$ cat src/rtl/s_link_pkg.sv
// Shared definitions for the S-link TX frame builder: command codes, markers, FSM states.
package s_link_pkg;

  localparam logic [7:0] CMD_PING_REQ   = 8'h01;
  localparam logic [7:0] CMD_PING_RESP  = 8'h10;
  localparam logic [7:0] CMD_READY_REQ  = 8'h02;
  localparam logic [7:0] CMD_READY_RESP = 8'h20;
  localparam logic [7:0] CMD_WR_REQ     = 8'h70;
  localparam logic [7:0] CMD_RD_REQ     = 8'h90;

  localparam logic [15:0] MARK_ZERO = 16'hA55A;
  localparam logic [15:0] MARK_NWR  = 16'h55AA;

  typedef enum logic [2:0] {
    S_IDLE, S_LATCH, S_HEAD, S_BODY, S_CSUM, S_START
  } state_t;

  function automatic logic [15:0] marker(input logic [3:0] cnt, input logic [3:0] num_wr);
    if (cnt == 4'd0)        return MARK_ZERO;
    else if (cnt == num_wr) return MARK_NWR;
    else                    return 16'h0000;
  endfunction

endpackage

$ cat src/rtl/s_link_rd_pipe.sv
// Delay line aligning TX data buffer read strobes and target frame addresses with read data.
module s_link_rd_pipe #(
  parameter int RD_LAT = 2,
  parameter int AW     = 11
) (
  input  logic          clk,
  input  logic          rst,
  input  logic          in_vld,
  input  logic [AW-1:0] in_addr,
  output logic          out_vld,
  output logic [AW-1:0] out_addr
);

  logic [RD_LAT:1]         vld_pipe;
  logic [RD_LAT:1][AW-1:0] addr_pipe;

  always_ff @(posedge clk) begin
    if (rst) begin
      vld_pipe  <= '0;
      addr_pipe <= '0;
    end else begin
      vld_pipe[1]  <= in_vld;
      addr_pipe[1] <= in_addr;
      for (int i = 2; i <= RD_LAT; i++) begin
        vld_pipe[i]  <= vld_pipe[i-1];
        addr_pipe[i] <= addr_pipe[i-1];
      end
    end
  end

  assign out_vld  = vld_pipe[RD_LAT];
  assign out_addr = addr_pipe[RD_LAT];

endmodule

$ cat src/rtl/s_link_tx_framer.sv
// S-link TX frame builder: header + body into frame RAM, then a serialiser start pulse.
// Optional trailing checksum byte when S_LINK_TX_CSUM_EN is defined.
module s_link_tx_framer
  import s_link_pkg::*;
#(
  parameter int         HEAD_LEN  = 5,
  parameter int         ADDR_W    = 16,
  parameter int         BUF_AW    = 11,
  parameter int         BLK_LEN   = 1024,
  parameter int         SHORT_LEN = 16,
  parameter logic [7:0] FILL_BYTE = 8'h5A,
  parameter int         NUM_WR    = 2,
  parameter int         RD_LAT    = 2
) (
  input  logic              clk,
  input  logic              rst,
  input  logic              i_ini_dvalid,
  input  logic [7:0]        i_ini_data,
  input  logic              i_tx_en,
  input  logic [7:0]        i_tx_cmd,
  input  logic [ADDR_W-1:0] i_tx_addr,
  output logic              o_tx_busy,
  output logic              o_tx_done,
  output logic              o_sl_txbuf_rden,
  output logic [BUF_AW-1:0] o_sl_txbuf_raddr,
  input  logic [7:0]        i_sl_txbuf_rdata,
  output logic              o_tx_start,
  output logic [BUF_AW-1:0] o_tx_data_len,
  output logic              o_txbuf_wren,
  output logic [BUF_AW-1:0] o_txbuf_waddr,
  output logic [7:0]        o_txbuf_wdata
);

`ifdef S_LINK_TX_CSUM_EN
  localparam int CS = 1;
`else
  localparam int CS = 0;
`endif
  localparam int CW         = BUF_AW + 1;
  localparam int LONG_FLEN  = HEAD_LEN + BLK_LEN + CS;
  localparam int SHORT_FLEN = HEAD_LEN + SHORT_LEN + CS;

  if (HEAD_LEN < 5) begin : g_bad_head
    $error("HEAD_LEN must be >= 5");
  end
  if (LONG_FLEN > 2**BUF_AW || SHORT_FLEN > 2**BUF_AW) begin : g_bad_len
    $error("frame length exceeds frame RAM");
  end
  if (RD_LAT < 1 || RD_LAT > 4) begin : g_bad_lat
    $error("RD_LAT must be 1..4");
  end

  state_t                  state, state_n;
  logic [31:0]             ver;
  logic [3:0]              cnt;
  logic [7:0]              cmd_q;
  logic [15:0]             addr_q;
  logic                    long_q;
  logic [HEAD_LEN*8-1:0]   hdr, hdr_n;
  logic [CW-1:0]           idx;
  logic [BUF_AW-1:0]       raddr, tgt_addr, paddr, data_len;
  logic [7:0]              csum;
  logic                    accept, rden, pv, last_wr;
  logic                    wren;
  logic [BUF_AW-1:0]       waddr;
  logic [7:0]              wdata;

  assign accept   = (state == S_IDLE) && i_tx_en;
  assign tgt_addr = BUF_AW'(HEAD_LEN) + idx[BUF_AW-1:0];

  // Header image, MSB first; marker uses the counter value already updated at acceptance.
  always_comb begin
    hdr_n = '0;
    hdr_n[HEAD_LEN*8-1 -: 8] = cmd_q;
    if (cmd_q == CMD_PING_REQ) hdr_n[HEAD_LEN*8-9 -: 32] = ver;
    else if (long_q)           hdr_n[HEAD_LEN*8-9 -: 32] = {addr_q, marker(cnt, 4'(NUM_WR))};
  end

  always_ff @(posedge clk) begin
    if (rst) begin
      state    <= S_IDLE;
      ver      <= '0;
      cnt      <= '0;
      cmd_q    <= '0;
      addr_q   <= '0;
      long_q   <= 1'b0;
      hdr      <= '0;
      idx      <= '0;
      raddr    <= '0;
      csum     <= '0;
      data_len <= '0;
    end else begin
      state <= state_n;
      if (i_ini_dvalid) ver <= {ver[23:0], i_ini_data};
      if (accept) begin
        cmd_q  <= i_tx_cmd;
        addr_q <= 16'(i_tx_addr);
        raddr  <= i_tx_addr[BUF_AW-1:0];
        long_q <= (i_tx_cmd == CMD_WR_REQ) || (i_tx_cmd == CMD_RD_REQ);
        case (i_tx_cmd)
          CMD_PING_REQ, CMD_PING_RESP: cnt <= '0;
          CMD_WR_REQ, CMD_RD_REQ:      cnt <= cnt + 4'd1;
          default: ;
        endcase
      end
      if (wren && state != S_CSUM) csum <= csum + wdata;
      case (state)
        S_LATCH: begin
          hdr  <= hdr_n;
          idx  <= '0;
          csum <= '0;
        end
        S_HEAD: begin
          hdr <= hdr << 8;
          idx <= (state_n == S_BODY) ? '0 : idx + 1'b1;
        end
        S_BODY: begin
          if (!long_q || rden) idx <= idx + 1'b1;
          if (rden) raddr <= raddr + 1'b1;
        end
        default: ;
      endcase
      if (state_n == S_START && state != S_START)
        data_len <= long_q ? BUF_AW'(LONG_FLEN) : BUF_AW'(SHORT_FLEN);
    end
  end

  always_comb begin
    state_n = state;
    rden    = 1'b0;
    wren    = 1'b0;
    waddr   = '0;
    wdata   = '0;
    last_wr = 1'b0;
    case (state)
      S_IDLE:  if (i_tx_en) state_n = S_LATCH;
      S_LATCH: state_n = S_HEAD;
      S_HEAD: begin
        wren  = 1'b1;
        waddr = idx[BUF_AW-1:0];
        wdata = hdr[HEAD_LEN*8-1 -: 8];
        if (idx == CW'(HEAD_LEN-1)) state_n = S_BODY;
      end
      S_BODY: begin
        if (long_q) begin
          // reads run ahead; writes follow as the delayed data arrives
          rden    = idx < CW'(BLK_LEN);
          wren    = pv;
          waddr   = paddr;
          wdata   = i_sl_txbuf_rdata;
          last_wr = pv && (paddr == BUF_AW'(HEAD_LEN+BLK_LEN-1));
        end else begin
          wren    = 1'b1;
          waddr   = tgt_addr;
          wdata   = FILL_BYTE;
          last_wr = idx == CW'(SHORT_LEN-1);
        end
`ifdef S_LINK_TX_CSUM_EN
        if (last_wr) state_n = S_CSUM;
`else
        if (last_wr) state_n = S_START;
`endif
      end
      S_CSUM: begin
        wren    = 1'b1;
        waddr   = long_q ? BUF_AW'(HEAD_LEN+BLK_LEN) : BUF_AW'(HEAD_LEN+SHORT_LEN);
        wdata   = csum;
        state_n = S_START;
      end
      S_START: state_n = S_IDLE;
      default: state_n = S_IDLE;
    endcase
  end

  s_link_rd_pipe #(.RD_LAT(RD_LAT), .AW(BUF_AW)) u_rd_pipe (
    .clk      (clk),
    .rst      (rst),
    .in_vld   (rden),
    .in_addr  (tgt_addr),
    .out_vld  (pv),
    .out_addr (paddr)
  );

  assign o_tx_busy        = state != S_IDLE;
  assign o_tx_start       = state == S_START;
  assign o_tx_done        = state == S_START;
  assign o_tx_data_len    = data_len;
  assign o_sl_txbuf_rden  = rden;
  assign o_sl_txbuf_raddr = raddr;
  assign o_txbuf_wren     = wren;
  assign o_txbuf_waddr    = waddr;
  assign o_txbuf_wdata    = wdata;

endmodule
$ cat config.mk
export PLATFORM = sky130hd
export DESIGN_NAME = s_link_tx_framer
export DESIGN_NICKNAME = d
export VERILOG_FILES = /design/src/rtl/s_link_pkg.sv /design/src/rtl/s_link_rd_pipe.sv /design/src/rtl/s_link_tx_framer.sv
export SDC_FILE = /design/constraint.sdc
export NUM_CORES = 1
export LEC_CHECK = 0
export BUFFER_PORTS_ARGS = -buffer_cell sky130_fd_sc_hd__buf_4
export CAP_MARGIN = 10
export CORE_MARGIN = 2
export CORE_UTILIZATION = 25
export CTS_BUF_LIST = sky130_fd_sc_hd__clkbuf_8
export DETAILED_ROUTE_END_ITERATION = 8
export PLACE_DENSITY = 0.5
export SETUP_SLACK_MARGIN = 0.05
export SLEW_MARGIN = 10
export SYNTH_ARGS = -nofsm -noshare
export SYNTH_HDL_FRONTEND = slang
export SYNTH_SLANG_ARGS = --single-unit
export TNS_END_PERCENT = 30
$ cat constraint.sdc
create_clock -name clk -period 3.5 [get_ports clk]
set_input_delay 0.525 -clock clk [delete_from_list [all_inputs] [get_ports clk]]
set_output_delay 0.525 -clock clk [all_outputs]
set_load 0.005 [all_outputs]
==> impl_results.md <==
- HPWL after DPL: 15600 um
- Remaining DRCs: 0
- CTS tree: built
- Synth Cell Area: 7490 sq um
- Synth Warn #: 0
- Post-synthesis sequential area ratio: 0.433
- Nets: 1038
- Drt wl/cell: 16.0 um
- Layout cells sized above 1: 0.146
- 1st-iter DRT viols: 506
- Unrepaired setup endpoints after global routing: false
- CORE AREA: 29600 sq um
- Fillers: 3183
- Max-cap violation count: 0
- Die W: 177 um
- Sw Pwr: 1.12 mW
- Async S/R FF share, synth: 0
- Number of enable flip-flop cells after synthesis: 0
- P&R area growth vs syn: 17.4%
- Initial antenna violation count: 0
- Grt ovf: 0
- Yosys reg bits: 162
- WS Path Type: reg -> out
- Vias/cell: 4.90
- First-pass GRT wire length: 35400 um
- Synth cell types: 57
- Achievable frequency: 310 MHz
- Floorplan row count: 63
- Final Routed Wirelength: 22100 um
- Number of top-level pins: 90
- Clock Latency Late Sink: 0.46 ns
- Switching Fraction: 0.299
- Skew final: 0.0162 ns
- CTS clk-pin slew, worst paths: 0.10 ns
- WP data required: 2.97 ns
- Die Span Y: 177 um
- Leak Pwr: 3.43 nW
- CP peak stage delay: 0.52 ns
- Htree depth: 4
- Fin Setup TNS: 0 ns
- Fin. max-slew vios: 0
- # port buffers: 82
- Status: finished clean
- CTS Hold Buffers Added: 0
- Internal: 2.62 mW
- Setup violators final: 0
- Clock Tree Root: clkbuf_8
- Clock Tree Buf Depth: 2
- Synthesized area per cell: 8.05 sq um
- Clock tree sinks: 162
- Post-Synthesis Cells: 931
- Hold slack: 0.293 ns
- Worst slew margin: 0.466
- Worst EP arrival: 2.71 ns
- TritonRoute pass-1 iters: 5
- Period minus WS final: 3.23 ns
- Crit share post-route: 0.923
- Share of power burned in registers: 0.535
- Largest net degree at the start of global routing: 66
- Slowest stage cell, crit path: dfxtp_1
- DR vias: 6783
- Total CTS buffers: 17
- Overall routing resource usage: 0.143
- Die ar.: 31400 sq um
- Post-CTS setup buffers: 0
- Commonest non-fill, non-tap cells in the layout: dfxtp_1, nand2_1, nor2_1
- PD cells: 424 nW/um^2
- Max FO, Critical Path: 10
- Worst-margin pin slew: 0.790 ns
- R2R Setup Slk: 0.54 ns
- HP Class: in -> reg
- Placer Congestion: 0.885
- Crit path cell chain: ha_2 -> o21ai_0 -> or2_2 -> nor2_1 -> xnor2_1 -> or3_1 -> o211ai_1 -> buf_4
- Antenna cells: 0
- Critical Path Start Type: register
- Fin. Hold Viols: 0
- Vias in the first global route: 6389
- Post-DRT Antenna Nets: 0
- Starting density of the core: 0.253
- Top FF cell, synth: dfxtp_1
- Crit. End Element: output port
- Most common cell after layout, fill and taps aside: dfxtp_1
- Worst-case vdd ir drop: 0.212 mV
- Clock share of power: 0.345
- Combinational Power Share: 0.120
## flip-flops by register name, summed over array words and instances (netlist names), 4 cells and up
name	count
addr_q	16
cmd_q	8
cnt	4
csum	8
hdr	40
idx	12
o_sl_txbuf_raddr	11
u_rd_pipe.addr_pipe	11
u_rd_pipe.out_addr	11
ver	32
## metal layers
layer,vias to the layer above,wire length (um),GRT usage
met5,-,0,0
met4,0,330,0.0430
met3,21,1310,0.0268
met2,218,9400,0.205
met1,3199,11100,0.213
li1,3345,-,-
## repair_timing
item                                    CTS  global route
endpoints found under the setup margin    0             1
endpoints found under the hold margin     0             0
gates resized for setup                   0             1
## metrics by stage
step	cells	setup slack (ns)	area, sq um	power [mW]	utilization
2_1_floorplan	937	0.759	7510	2.31	-
3_3_place_gp	1351	0.706	8430	2.49	0.285
3_5_place_dp	1351	0.603	8430	2.49	0.285
4_1_cts	1383	0.234	8790	3.78	0.298
5_1_grt	1383	0.0865	8800	3.91	0.298
6_report	1383	0.269	8800	3.73	0.298
## area by class of cell
| cell class | count | area (sq um) | area share |
|---|---|---|---|
| multi-input combinational | 683 | 3880 | 0.441 |
| sequential | 162 | 3240 | 0.369 |
| timing repair buffer | 102 | 766 | 0.0870 |
| tap | 390 | 488 | 0.0555 |
| clock buffer | 17 | 234 | 0.0266 |
| clock inverter | 15 | 130 | 0.0148 |
| inverter | 14 | 52.6 | 0.00597 |
## power by group through the flow
stage / logic (mW) / clock network [mW] / registers [mW]
floorplan: 0.302 / 0 / 2.01
global placement: 0.449 / 0 / 2.04
detailed placement: 0.448 / 0 / 2.04
CTS: 0.451 / 1.33 / 2.00
global route: 0.501 / 1.40 / 2.01
finish: 0.450 / 1.29 / 2.00
## worst max-delay path: cells and delay by family (launching register included)
kind,cells,cell delay (ns)
simple gates,3,0.86
flops,1,0.52
fa+ha+maj,1,0.31
compound gates,2,0.28
buf+inv,1,0.16
xor+xnor,1,0.11
## cells in the mapped netlist (3+ instances only)
library cell | n | share of area
nor3_1 | 32 | 0.021
xnor2_1 | 7 | 0.0082
a21oi_1 | 72 | 0.048
nand4_1 | 5 | 0.0042
nand3_1 | 14 | 0.0094
inv_1 | 12 | 0.0060
or2_2 | 4 | 0.0033
a31oi_1 | 10 | 0.0084
ha_1 | 13 | 0.022
nor2_1 | 123 | 0.062
and3_1 | 22 | 0.018
or3_1 | 10 | 0.0084
and2_1 | 7 | 0.0058
o21ai_0 | 39 | 0.026
dfxtp_1 | 162 | 0.43
o22ai_1 | 25 | 0.021
nand3b_1 | 4 | 0.0040
a311oi_1 | 9 | 0.011
nor4_1 | 4 | 0.0033
nand2b_1 | 5 | 0.0042
buf_4 | 9 | 0.0090
nor2b_1 | 17 | 0.014
nor4b_1 | 3 | 0.0035
xor2_1 | 8 | 0.0094
o41ai_1 | 3 | 0.0035
buf_1 | 7 | 0.0035
clkbuf_1 | 60 | 0.030
a22oi_1 | 7 | 0.0070
nor3b_1 | 4 | 0.0040
a21o_1 | 5 | 0.0050
mux2i_1 | 36 | 0.048
a211oi_1 | 26 | 0.026
nand2_1 | 133 | 0.067
## worst paths after layout
check                                        start                               end  cells past startpoint
setup / recovery               idx[0]$_SDFFE_PP0P_                 o_txbuf_waddr[10]                      8
hold / removal                       i_ini_data[7]               ver[7]$_SDFFE_PP0P_                      3
setup reg to reg               state[0]$_SDFF_PP0_              csum[6]$_SDFFE_PP0P_                     14
hold reg to reg   u_rd_pipe.vld_pipe[1]$_SDFF_PP0_  u_rd_pipe.vld_pipe[2]$_SDFF_PP0_                      1
## cell families (layout without fill, tap and decap cells)
| kind of cell | Yosys count | count (layout) | synth area share |
|---|---|---|---|
| and+or+nand+nor | 396 | 396 | 0.246 |
| AOI/OAI and AO/OA | 214 | 214 | 0.176 |
| DFF | 162 | 162 | 0.433 |
| buffers and inverters | 92 | 148 | 0.0526 |
| muxes | 37 | 37 | 0.0496 |
| xor gates and xnor gates | 15 | 15 | 0.0175 |
| adders and majority gates | 14 | 14 | 0.0244 |
| other | 1 | 7 | 0.000501 |
No activity file was read; power rests on OpenSTA's default activity.
